### config.mk
export PLATFORM = sky130hd
export DESIGN_NAME = obuftds_bus_sched
export DESIGN_NICKNAME = d
export VERILOG_FILES = /design/src/rtl/obuftds_sched_pkg.sv /design/src/rtl/rr_arbiter.sv /design/src/rtl/obuftds_bus_sched.sv
export SDC_FILE = /design/constraint.sdc
export NUM_CORES = 1
export LEC_CHECK = 0
export CAP_MARGIN = 20
export CORE_UTILIZATION = 48
export DETAILED_ROUTE_END_ITERATION = 6
export MAX_ROUTING_LAYER = met4
export PLACE_DENSITY_LB_ADDON = 0.12
export SYNTH_ARGS = -nofsm -noshare
export SYNTH_HDL_FRONTEND = slang
export SYNTH_SLANG_ARGS = --single-unit
export TNS_END_PERCENT = 100
### constraint.sdc
create_clock -name clk -period 3.65 [get_ports clk]
set_input_delay 0.73 -clock clk [delete_from_list [all_inputs] [get_ports clk]]
set_output_delay 0.73 -clock clk [all_outputs]
set_load 0.005 [all_outputs]
### src/rtl/obuftds_sched_pkg.sv
// obuftds_sched_pkg: shared state type and default sizing for the OBUFTDS bus scheduler
package obuftds_sched_pkg;

    typedef enum logic [1:0] {IDLE, DRIVE, TURN} state_t;

    localparam int DEF_NUM_REQ    = 2;
    localparam int DEF_LEN_W      = 4;
    localparam int DEF_TURNAROUND = 2;

endpackage

### src/rtl/rr_arbiter.sv
// rr_arbiter: picks the first active request at or after ptr, wrapping modulo NUM_REQ
module rr_arbiter #(
    parameter int NUM_REQ = 2
) (
    input  logic [NUM_REQ-1:0]         req,
    input  logic [$clog2(NUM_REQ)-1:0] ptr,
    output logic [NUM_REQ-1:0]         win,
    output logic [$clog2(NUM_REQ)-1:0] win_idx,
    output logic                       any
);

    localparam int PTR_W = $clog2(NUM_REQ);

    logic [PTR_W-1:0] j;

    always_comb begin
        win_idx = '0;
        any     = 1'b0;
        j       = '0;
        for (int i = 0; i < NUM_REQ; i++) begin
            j = PTR_W'((int'(ptr) + i) % NUM_REQ);
            if (!any && req[j]) begin
                any     = 1'b1;
                win_idx = j;
            end
        end
    end

    assign win = any ? NUM_REQ'(1) << win_idx : '0;

endmodule

### src/rtl/obuftds_bus_sched.sv
// obuftds_bus_sched: round-robin owner of one OBUFTDS pair, serial bursts separated by high-Z turnaround
module obuftds_bus_sched
    import obuftds_sched_pkg::*;
#(
    parameter int NUM_REQ    = DEF_NUM_REQ,
    parameter int LEN_W      = DEF_LEN_W,
    parameter int TURNAROUND = DEF_TURNAROUND
) (
    input  logic                     clk,
    input  logic                     rst,
    input  logic                     hiz,
    input  logic [NUM_REQ-1:0]       req,
    input  logic [NUM_REQ*LEN_W-1:0] req_len,
    input  logic [NUM_REQ-1:0]       req_data,
    output logic [NUM_REQ-1:0]       data_ack,
    output logic [NUM_REQ-1:0]       grant,
    output logic                     busy,
    output logic                     buf_i,
    output logic                     buf_t
);

    localparam int PTR_W = $clog2(NUM_REQ);
    localparam int TC_W  = TURNAROUND > 1 ? $clog2(TURNAROUND) : 1;

    state_t             state, state_nxt;
    logic [PTR_W-1:0]   ptr, win_idx;
    logic [NUM_REQ-1:0] win;
    logic               any, arb;
    logic [LEN_W-1:0]   cnt, win_len;
    logic [TC_W-1:0]    tcnt;

    rr_arbiter #(.NUM_REQ(NUM_REQ)) u_arb (
        .req    (req),
        .ptr    (ptr),
        .win    (win),
        .win_idx(win_idx),
        .any    (any)
    );

    assign arb     = state == IDLE && !hiz && any;
    assign win_len = req_len[win_idx*LEN_W +: LEN_W];

    always_ff @(posedge clk) state <= rst ? IDLE : state_nxt;

    always_comb begin
        state_nxt = state == IDLE  ? (arb ? DRIVE : IDLE)
                  : state == DRIVE ? (cnt == '0 ? TURN : DRIVE)
                  : (tcnt == '0 ? IDLE : TURN);
    end

    always_comb begin
        busy     = state != IDLE;
        data_ack = state == DRIVE ? grant : '0;
    end

    // Pad pins follow the state one cycle late, so the last bit is still driven in the first TURN cycle
    always_ff @(posedge clk) begin
        if (rst) begin
            grant <= '0;
            ptr   <= '0;
            cnt   <= '0;
            tcnt  <= '0;
            buf_i <= 1'b0;
            buf_t <= 1'b1;
        end else begin
            buf_t <= state != DRIVE;
            buf_i <= state == DRIVE && |(req_data & grant);
            if (arb) begin
                grant <= win;
                cnt   <= win_len == '0 ? '0 : win_len - 1'b1;
                ptr   <= win_idx == PTR_W'(NUM_REQ - 1) ? '0 : win_idx + 1'b1;
            end
            if (state == DRIVE) begin
                if (cnt != '0) cnt <= cnt - 1'b1;
                else tcnt <= TC_W'(TURNAROUND - 1);
            end
            if (state == TURN) begin
                if (tcnt != '0) tcnt <= tcnt - 1'b1;
                else grant <= '0;
            end
        end
    end

    assert property (@(posedge clk) disable iff (rst) $onehot0(grant));
    assert property (@(posedge clk) disable iff (rst) !buf_t |-> grant != '0);

endmodule

==> results of run 1 <==
registers in the layout, indices dropped and copies added, names as in the netlist:
| name | flops |
|---|---|
| grant | 2 |
| state | 2 |
| buf_t | 1 |
| cnt | 4 |
| buf_i | 1 |
| ptr | 1 |
| tcnt | 1 |
worst max-delay path, stage by stage, from the launching register on:
cell and delay, ns:
sky130_fd_sc_hd__dfxtp_1 0.38, sky130_fd_sc_hd__and2b_2 0.28, sky130_fd_sc_hd__and2_1 0.17, sky130_fd_sc_hd__clkdlybuf4s50_1 0.43
cell families after synthesis:
kind of cell    count (synthesis)
buf+inv                         5
fa+ha+maj                       1
simple gates                   47
compound gates                 20
flops                          12
mux                             4
layout by cell type (no fill, tap or decap), types with 2 or more instances in the layout:
| cell type | n |
|---|---|
| sky130_fd_sc_hd__inv_1 | 3 |
| sky130_fd_sc_hd__nor4b_1 | 3 |
| sky130_fd_sc_hd__mux2i_1 | 3 |
| sky130_fd_sc_hd__and2_1 | 2 |
| sky130_fd_sc_hd__or2_2 | 2 |
| sky130_fd_sc_hd__dfxtp_1 | 12 |
| sky130_fd_sc_hd__nand2_1 | 8 |
| sky130_fd_sc_hd__a21oi_1 | 6 |
| sky130_fd_sc_hd__nor3_1 | 6 |
| sky130_fd_sc_hd__nor2_1 | 13 |
| sky130_fd_sc_hd__o21ai_0 | 3 |
| sky130_fd_sc_hd__or3_1 | 2 |
| sky130_fd_sc_hd__a31oi_1 | 2 |
| sky130_fd_sc_hd__o31ai_1 | 2 |
| sky130_fd_sc_hd__clkbuf_4 | 3 |
| sky130_fd_sc_hd__clkdlybuf4s50_1 | 21 |
| sky130_fd_sc_hd__nand2b_1 | 2 |
worst min-delay path by stage:
| stage | start | to | slack, ns | cells after the start |
|---|---|---|---|---|
| after floorplan | tcnt | state[1] | 0.45 | 2 |
| after global placement | tcnt | tcnt | 0.46 | 2 |
| after detailed placement | tcnt | state[1] | 0.47 | 2 |
| after CTS | tcnt | state[1] | 0.48 | 2 |
| after global routing | tcnt | tcnt | 0.51 | 2 |
| final | tcnt | state[1] | 0.48 | 2 |
power by group:
| part | switching [W] | total (W) | internal [W] |
|---|---|---|---|
| logic | 0.0000490 | 0.000106 | 0.0000566 |
| clock network | 0.0000463 | 0.000107 | 0.0000606 |
| registers | 0.0000111 | 0.000155 | 0.000144 |
metrics by stage:
stage	instance area, um^2	std cells	util
6_report	957	127	0.718
5_1_grt	957	127	0.718
4_1_cts	957	127	0.718
3_5_place_dp	921	123	0.690
3_3_place_gp	921	123	0.690
2_1_floorplan	707	89	-
area by class of cell:
| class | count | area (um^2) | share of cell area |
|---|---|---|---|
| Multi-Input combinational cell | 72 | 440 | 0.460 |
| Sequential cell | 12 | 240 | 0.251 |
| Timing Repair Buffer | 21 | 210 | 0.220 |
| Clock buffer | 4 | 36.3 | 0.0379 |
| Tap cell | 15 | 18.8 | 0.0196 |
| Inverter | 3 | 11.3 | 0.0118 |
layer usage:
layer,vias up,share of wire,global-route usage
li1,364,-,-
met1,314,0.43,0.213
met2,23,0.51,0.417
met3,4,0.046,0.0667
met4,0,0.018,0.100
met5,-,0,-
==> summary.md, run 1 <==
| Metric | Value |
|---|---|
| Result of the run | finished clean |
| RSZ-0062 raised after global routing | no |
| Count of antenna-violating nets left after detailed routing | 0 |
| Die height | 40.4 um |
| Share of the synthesized area in compound gates (AO/OA/AOI/OAI) | 0.186 |
| Final count of pins violating max slew | 0 |
| Final HPWL from detailed placement | 1220 um |
| Areal power density over the cells | 384 nW/um^2 |
| Syn Nets | 105 |
| Arithmetic-cell share of the synthesized area counting full adders, half adders and majority gates | 0.0177 |
| Worst path arrival time | 1.53 ns |
| Wirelength, routed | 1560 um |
| Clock H-tree levels | 1 |
| Fmax | 442 MHz |
| Overall die width | 40.4 um |
| Clock insertion delay at the later pin of the skew report | 0.28 ns |
| Library cell used as clock root buffer | sky130_fd_sc_hd__clkbuf_4 |
| Initial Util | 0.530 |
| Crit Reg-Reg Endpoint | cnt[1] |
| Count of nets after finishing | 129 |
| Wire length of the first global-routing pass | 2310 um |
| Mux cell area share after synthesis | 0.0584 |
| Final hold slack | 0.480 ns |
| Synthesized-area fraction occupied by and/or/nand/nor cells | 0.361 |
| Total of flip-flops plus latches after synthesis | 12 |
| Endpoints failing setup | 0 |
| Most instantiated cells after synthesis | 13 x sky130_fd_sc_hd__nor2_1, 12 x sky130_fd_sc_hd__dfxtp_1, 8 x sky130_fd_sc_hd__nand2_1 |
| Pre-CTS worst setup slack | 1.25 ns |
| Yosys top cell area share | 0.340 |
| Routed wirelength normalized by instance count | 12.2 um |
| Required time reported for the critical path endpoint | 2.92 ns |
| Filler cells | 118 |
| Aggregate negative setup slack | 0 ns |
| Diodes inserted | 0 |
| Total standard cell area after synthesis | 707 um^2 |
| Number of endpoints with negative hold slack in the final report | 0 |
| Port Buffers | 21 |
| Endpoint of the most critical setup path | data_ack[1] |
| IO Count | 22 |
| Crit path launch | state[1] |
| Biggest fanout along the worst timing path | 7 |
| Post-synth top area cell | sky130_fd_sc_hd__dfxtp_1 |
| Area of the placeable core | 1330 um^2 |
| Detailed-route vias per instance | 5.55 |
| Number of violations of the max-capacitance limit | 0 |
| Most common cell in the synthesized netlist | sky130_fd_sc_hd__nor2_1 |
| Register-to-Register Setup Slack | 1.90 ns |
| Area Overhead vs Synth | 35.4% |
| Warnings from Yosys | 0 |
| Per-instance average area after synthesis | 7.94 um^2 |
| Maximum number of pins on one net before global-route repair | 15 |
| Final clock skew | 0.00506 ns |
| Distinct cells, synth | 35 |
| TritonCTS clock tree | done |
| Largest cells by area after synthesis | sky130_fd_sc_hd__dfxtp_1 34%, sky130_fd_sc_hd__nor2_1 6.9%, sky130_fd_sc_hd__a21oi_1 4.2% |
| Async S/R FF share, synth | 0 |
| Power Total | 0.000368 W |
| Post-cts repair resize count | 0 |
| Global route overflow | 0 |
| R2R cell count | 6 |
| Slew at the pin closest to its max-slew limit | 0.492 ns |
| Clock buffers created by TritonCTS | 3 |
| CTS max path bufs | 2 |
| DRT Pass-1 Iters | 4 |
| Number of core rows | 13 |
| Endpoint type of the worst setup path | output pin |
| Final RePlAce weighted congestion | 0.782 |
| Clock slew at the register clock pins of the worst setup and hold paths | 0.07 ns |
| Setup repair bufs after CTS | 0 |
| Final clock period utilization by the worst path | 0.620 |
| Most used DFF post-synth | sky130_fd_sc_hd__dfxtp_1 |
| Proportion of layout cells with a drive suffix above 1 | 0.107 |
| # hold bufs at CTS | 0 |
| Number of standard cells after synthesis | 89 |
| Total die area | 1630 um^2 |
| Leakage power of the design | 0.366 nW |
| Number of antenna violations at the first check in global routing | 0 |
| Final critical-path required period | 2.26 ns |
| R2r startpoint | cnt[0] |
| Sink count of the clock tree | 12 |
| Dominant combinational cell family by area after synthesis | simple AND/OR/NAND/NOR gates |
| Worst IR Drop VDD | 0.241 mV |
| Vias in the first global route | 597 |
| Post-detailed-route DRC marker count | 0 |
| Worst hold path class | reg2reg |
| Sequential fraction of the synthesis area | 0.340 |
| Kind of critical path | reg2out |
| Detailed router's first-iteration violation count | 14 |
| Post-layout worst setup margin | 1.39 ns |
| Total global routing track utilization | 0.227 |
| Area share of xor/xnor cells in the synthesized design | 0 |
| Worst relative slew slack | 0.670 |
| Via total after detailed routing | 705 |
| Number of enable flip-flop cells after synthesis | 0 |
| Element type at the critical path start | register |
No activity file was read; power rests on OpenSTA's default activity.
==> run 2: changes to the inputs <==
--- a/config.mk
+++ b/config.mk
@@ -6,7 +6,7 @@
 export NUM_CORES = 1
 export LEC_CHECK = 0
 export CAP_MARGIN = 20
-export CORE_UTILIZATION = 48
+export CORE_UTILIZATION = 40
 export DETAILED_ROUTE_END_ITERATION = 6
 export MAX_ROUTING_LAYER = met4
 export PLACE_DENSITY_LB_ADDON = 0.12
==> constraint.sdc (replaced) <==
create_clock -name clk -period 2.07 [get_ports clk]
set_input_delay 0.414 -clock clk [delete_from_list [all_inputs] [get_ports clk]]
set_output_delay 0.414 -clock clk [all_outputs]
set_load 0.005 [all_outputs]
==> run 2 against run 1 <==
Effect of this change: final area rose by 0.26%; worst hold slack got worse by 0.0021 ns; setup slack got worse by 1.2 ns; critical path type unchanged; non-clock buffer count rose by 2; core utilization fell by 11 points; die area rose by 19%; register-to-register slack got worse by 1.4 ns; sequential power rose by 75%; routed wire length fell by 3.0%; sequential share of layout area fell by 0.065 points; the run now ends with DRC left; clock-buffer cell count fell by 1; critical path depth did not move.
==> summary.md, run 2 (synthesized netlist as in run 1, its figures left out) <==
| Metric | Value |
|---|---|
| Detailed-route vias per instance | 5.36 |
| # hold bufs at CTS | 0 |
| Clock slew at the register clock pins of the worst setup and hold paths | 0.07 ns |
| Result of the run | finished, violations left |
| Cell at the slowest stage of the critical path | sky130_fd_sc_hd__clkdlybuf4s50_1 |
| Proportion of layout cells with a drive suffix above 1 | 0.115 |
| CTS max path bufs | 2 |
| Final RePlAce weighted congestion | 0.835 |
| Clock insertion delay at the later pin of the skew report | 0.26 ns |
| Number of endpoints with negative hold slack in the final report | 0 |
| Total die area | 1940 um^2 |
| Total global routing track utilization | 0.195 |
| Failing checks | DRC |
| Biggest register | cnt |
| Initial Util | 0.448 |
| Non-Filler Instances | 129 |
| TritonCTS clock tree | done |
| Routed wirelength normalized by instance count | 11.7 um |
| Number of core rows | 14 |
| Number of placed cells counting well taps | 126 |
| Area after detailed placement | 937 um^2 |
| Required time reported for the critical path endpoint | 1.66 ns |
| Final clock period utilization by the worst path | 0.933 |
| Register-to-Register Setup Slack | 0.50 ns |
| Post-cts repair resize count | 0 |
| Detailed router's first-iteration violation count | 6 |
| Element type at the critical path start | register |
| Non-Filler Cell Area, Final | 960 um^2 |
| Final hold slack | 0.478 ns |
| Wire length of the first global-routing pass | 2730 um |
| Setup repair bufs after CTS | 0 |
| Via total after detailed routing | 691 |
| Endpoints failing setup | 0 |
| Final clock skew | 0.00490 ns |
| Area of the placeable core | 1580 um^2 |
| Kind of critical path | reg2out |
| Overall die width | 44.0 um |
| Biggest fanout along the worst timing path | 7 |
| Area Overhead vs Synth | 35.8% |
| Leakage power of the design | 0.368 nW |
| Top library cells by usage in the layout, fill and taps aside | 21 x sky130_fd_sc_hd__clkdlybuf4s50_1, 13 x sky130_fd_sc_hd__nor2_1, 12 x sky130_fd_sc_hd__dfxtp_1, 8 x sky130_fd_sc_hd__nand2_1 |
| DRT Pass-1 Iters | 6 |
| Vias in the first global route | 633 |
| Areal power density over the cells | 629 nW/um^2 |
| Global route overflow | 0 |
| Count of antenna-violating nets left after detailed routing | 0 |
| Post-detailed-route DRC marker count | 1 |
| Final HPWL from detailed placement | 1210 um |
| IO Count | 22 |
| Leading registers by flop count | cnt x4, grant x2, state x2 |
| Final critical-path required period | 1.93 ns |
| Maximum number of pins on one net before global-route repair | 15 |
| Aggregate negative setup slack | 0 ns |
| Diodes inserted | 0 |
| Number of antenna violations at the first check in global routing | 0 |
| Worst hold path class | reg2reg |
| Die height | 44.0 um |
| Final count of pins violating max slew | 0 |
| Sink count of the clock tree | 12 |
| Clock buffers created by TritonCTS | 3 |
| Worst IR Drop VDD | 0.305 mV |
| Number of flip-flops under the largest register name | 4 |
| Wirelength, routed | 1510 um |
| Slew at the pin closest to its max-slew limit | 0.487 ns |
| Fmax | 518 MHz |
| Worst path arrival time | 1.52 ns |
| Worst relative slew slack | 0.674 |
| Count of nets after finishing | 131 |
| Clock H-tree levels | 1 |
| Commonest non-fill, non-tap cell in the layout | sky130_fd_sc_hd__clkdlybuf4s50_1 |
| Port Buffers | 21 |
| Library cell used as clock root buffer | sky130_fd_sc_hd__clkbuf_4 |
| Number of violations of the max-capacitance limit | 0 |
| Cell-by-cell trace of the critical path | and2b_2, and2_1, clkdlybuf4s50_1 |
| RSZ-0062 raised after global routing | no |
| Stage delay of the slowest cell on the critical path | 0.43 ns |
| Endpoint type of the worst setup path | output pin |
run 2: cell types whose count changed in the layout (fill, tap and decap cells not counted):
| cell | change |
|---|---|
| sky130_fd_sc_hd__buf_4 | +2 |
| sky130_fd_sc_hd__clkbuf_8 | -1 |
run 2: stage by stage:
stage                     utilization  power, W  setup WS (ns)
final                           0.609  0.000604          0.139
after global routing            0.609  0.000648         0.0682
after global placement          0.594  0.000468          0.198
after CTS                       0.609  0.000607          0.139
after detailed placement        0.594  0.000470          0.174
after floorplan                     -  0.000389          0.559
run 2: final timing paths:
| check | depth (start not counted) | endpoint | from |
|---|---|---|---|
| worst max-delay path | 3 | data_ack[1] | state[1] |
| worst min register to register | 2 | state[1] | tcnt |
| worst max register to register | 4 | grant[1] | state[0] |
| worst min-delay path | 2 | state[1] | tcnt |
run 2: final cells by class:
type	count	area, um^2
Sequential cell	12	240
Timing Repair Buffer	23	225
Inverter	3	11.3
Tap cell	16	20.0
Multi-Input combinational cell	72	440
Fill cell	153	617
Clock buffer	3	22.5
run 2: layer usage:
metal  GRT usage  vias to the layer above  routed length (um)
met1       0.244                      303                 720
met2       0.312                       20                 702
li1            -                      366                   -
met3      0.0367                        2                  75
met4      0.0727                        0                  11
met5           -                        -                   0
run 2: critical path, delay by kind of cell, from the launching register on:
kind | cells | cell delay, ns
AND/OR/NAND/NOR | 2 | 0.44
buffers and inverters | 1 | 0.43
flip-flops | 1 | 0.38
run 2: report_power, final:
part           internal (W)  total (W)  switching, W  leakage (nW)
clock network     0.0000670   0.000137     0.0000701        0.0138
registers          0.000254   0.000272     0.0000181        0.0984
logic              0.000108   0.000194     0.0000859         0.256
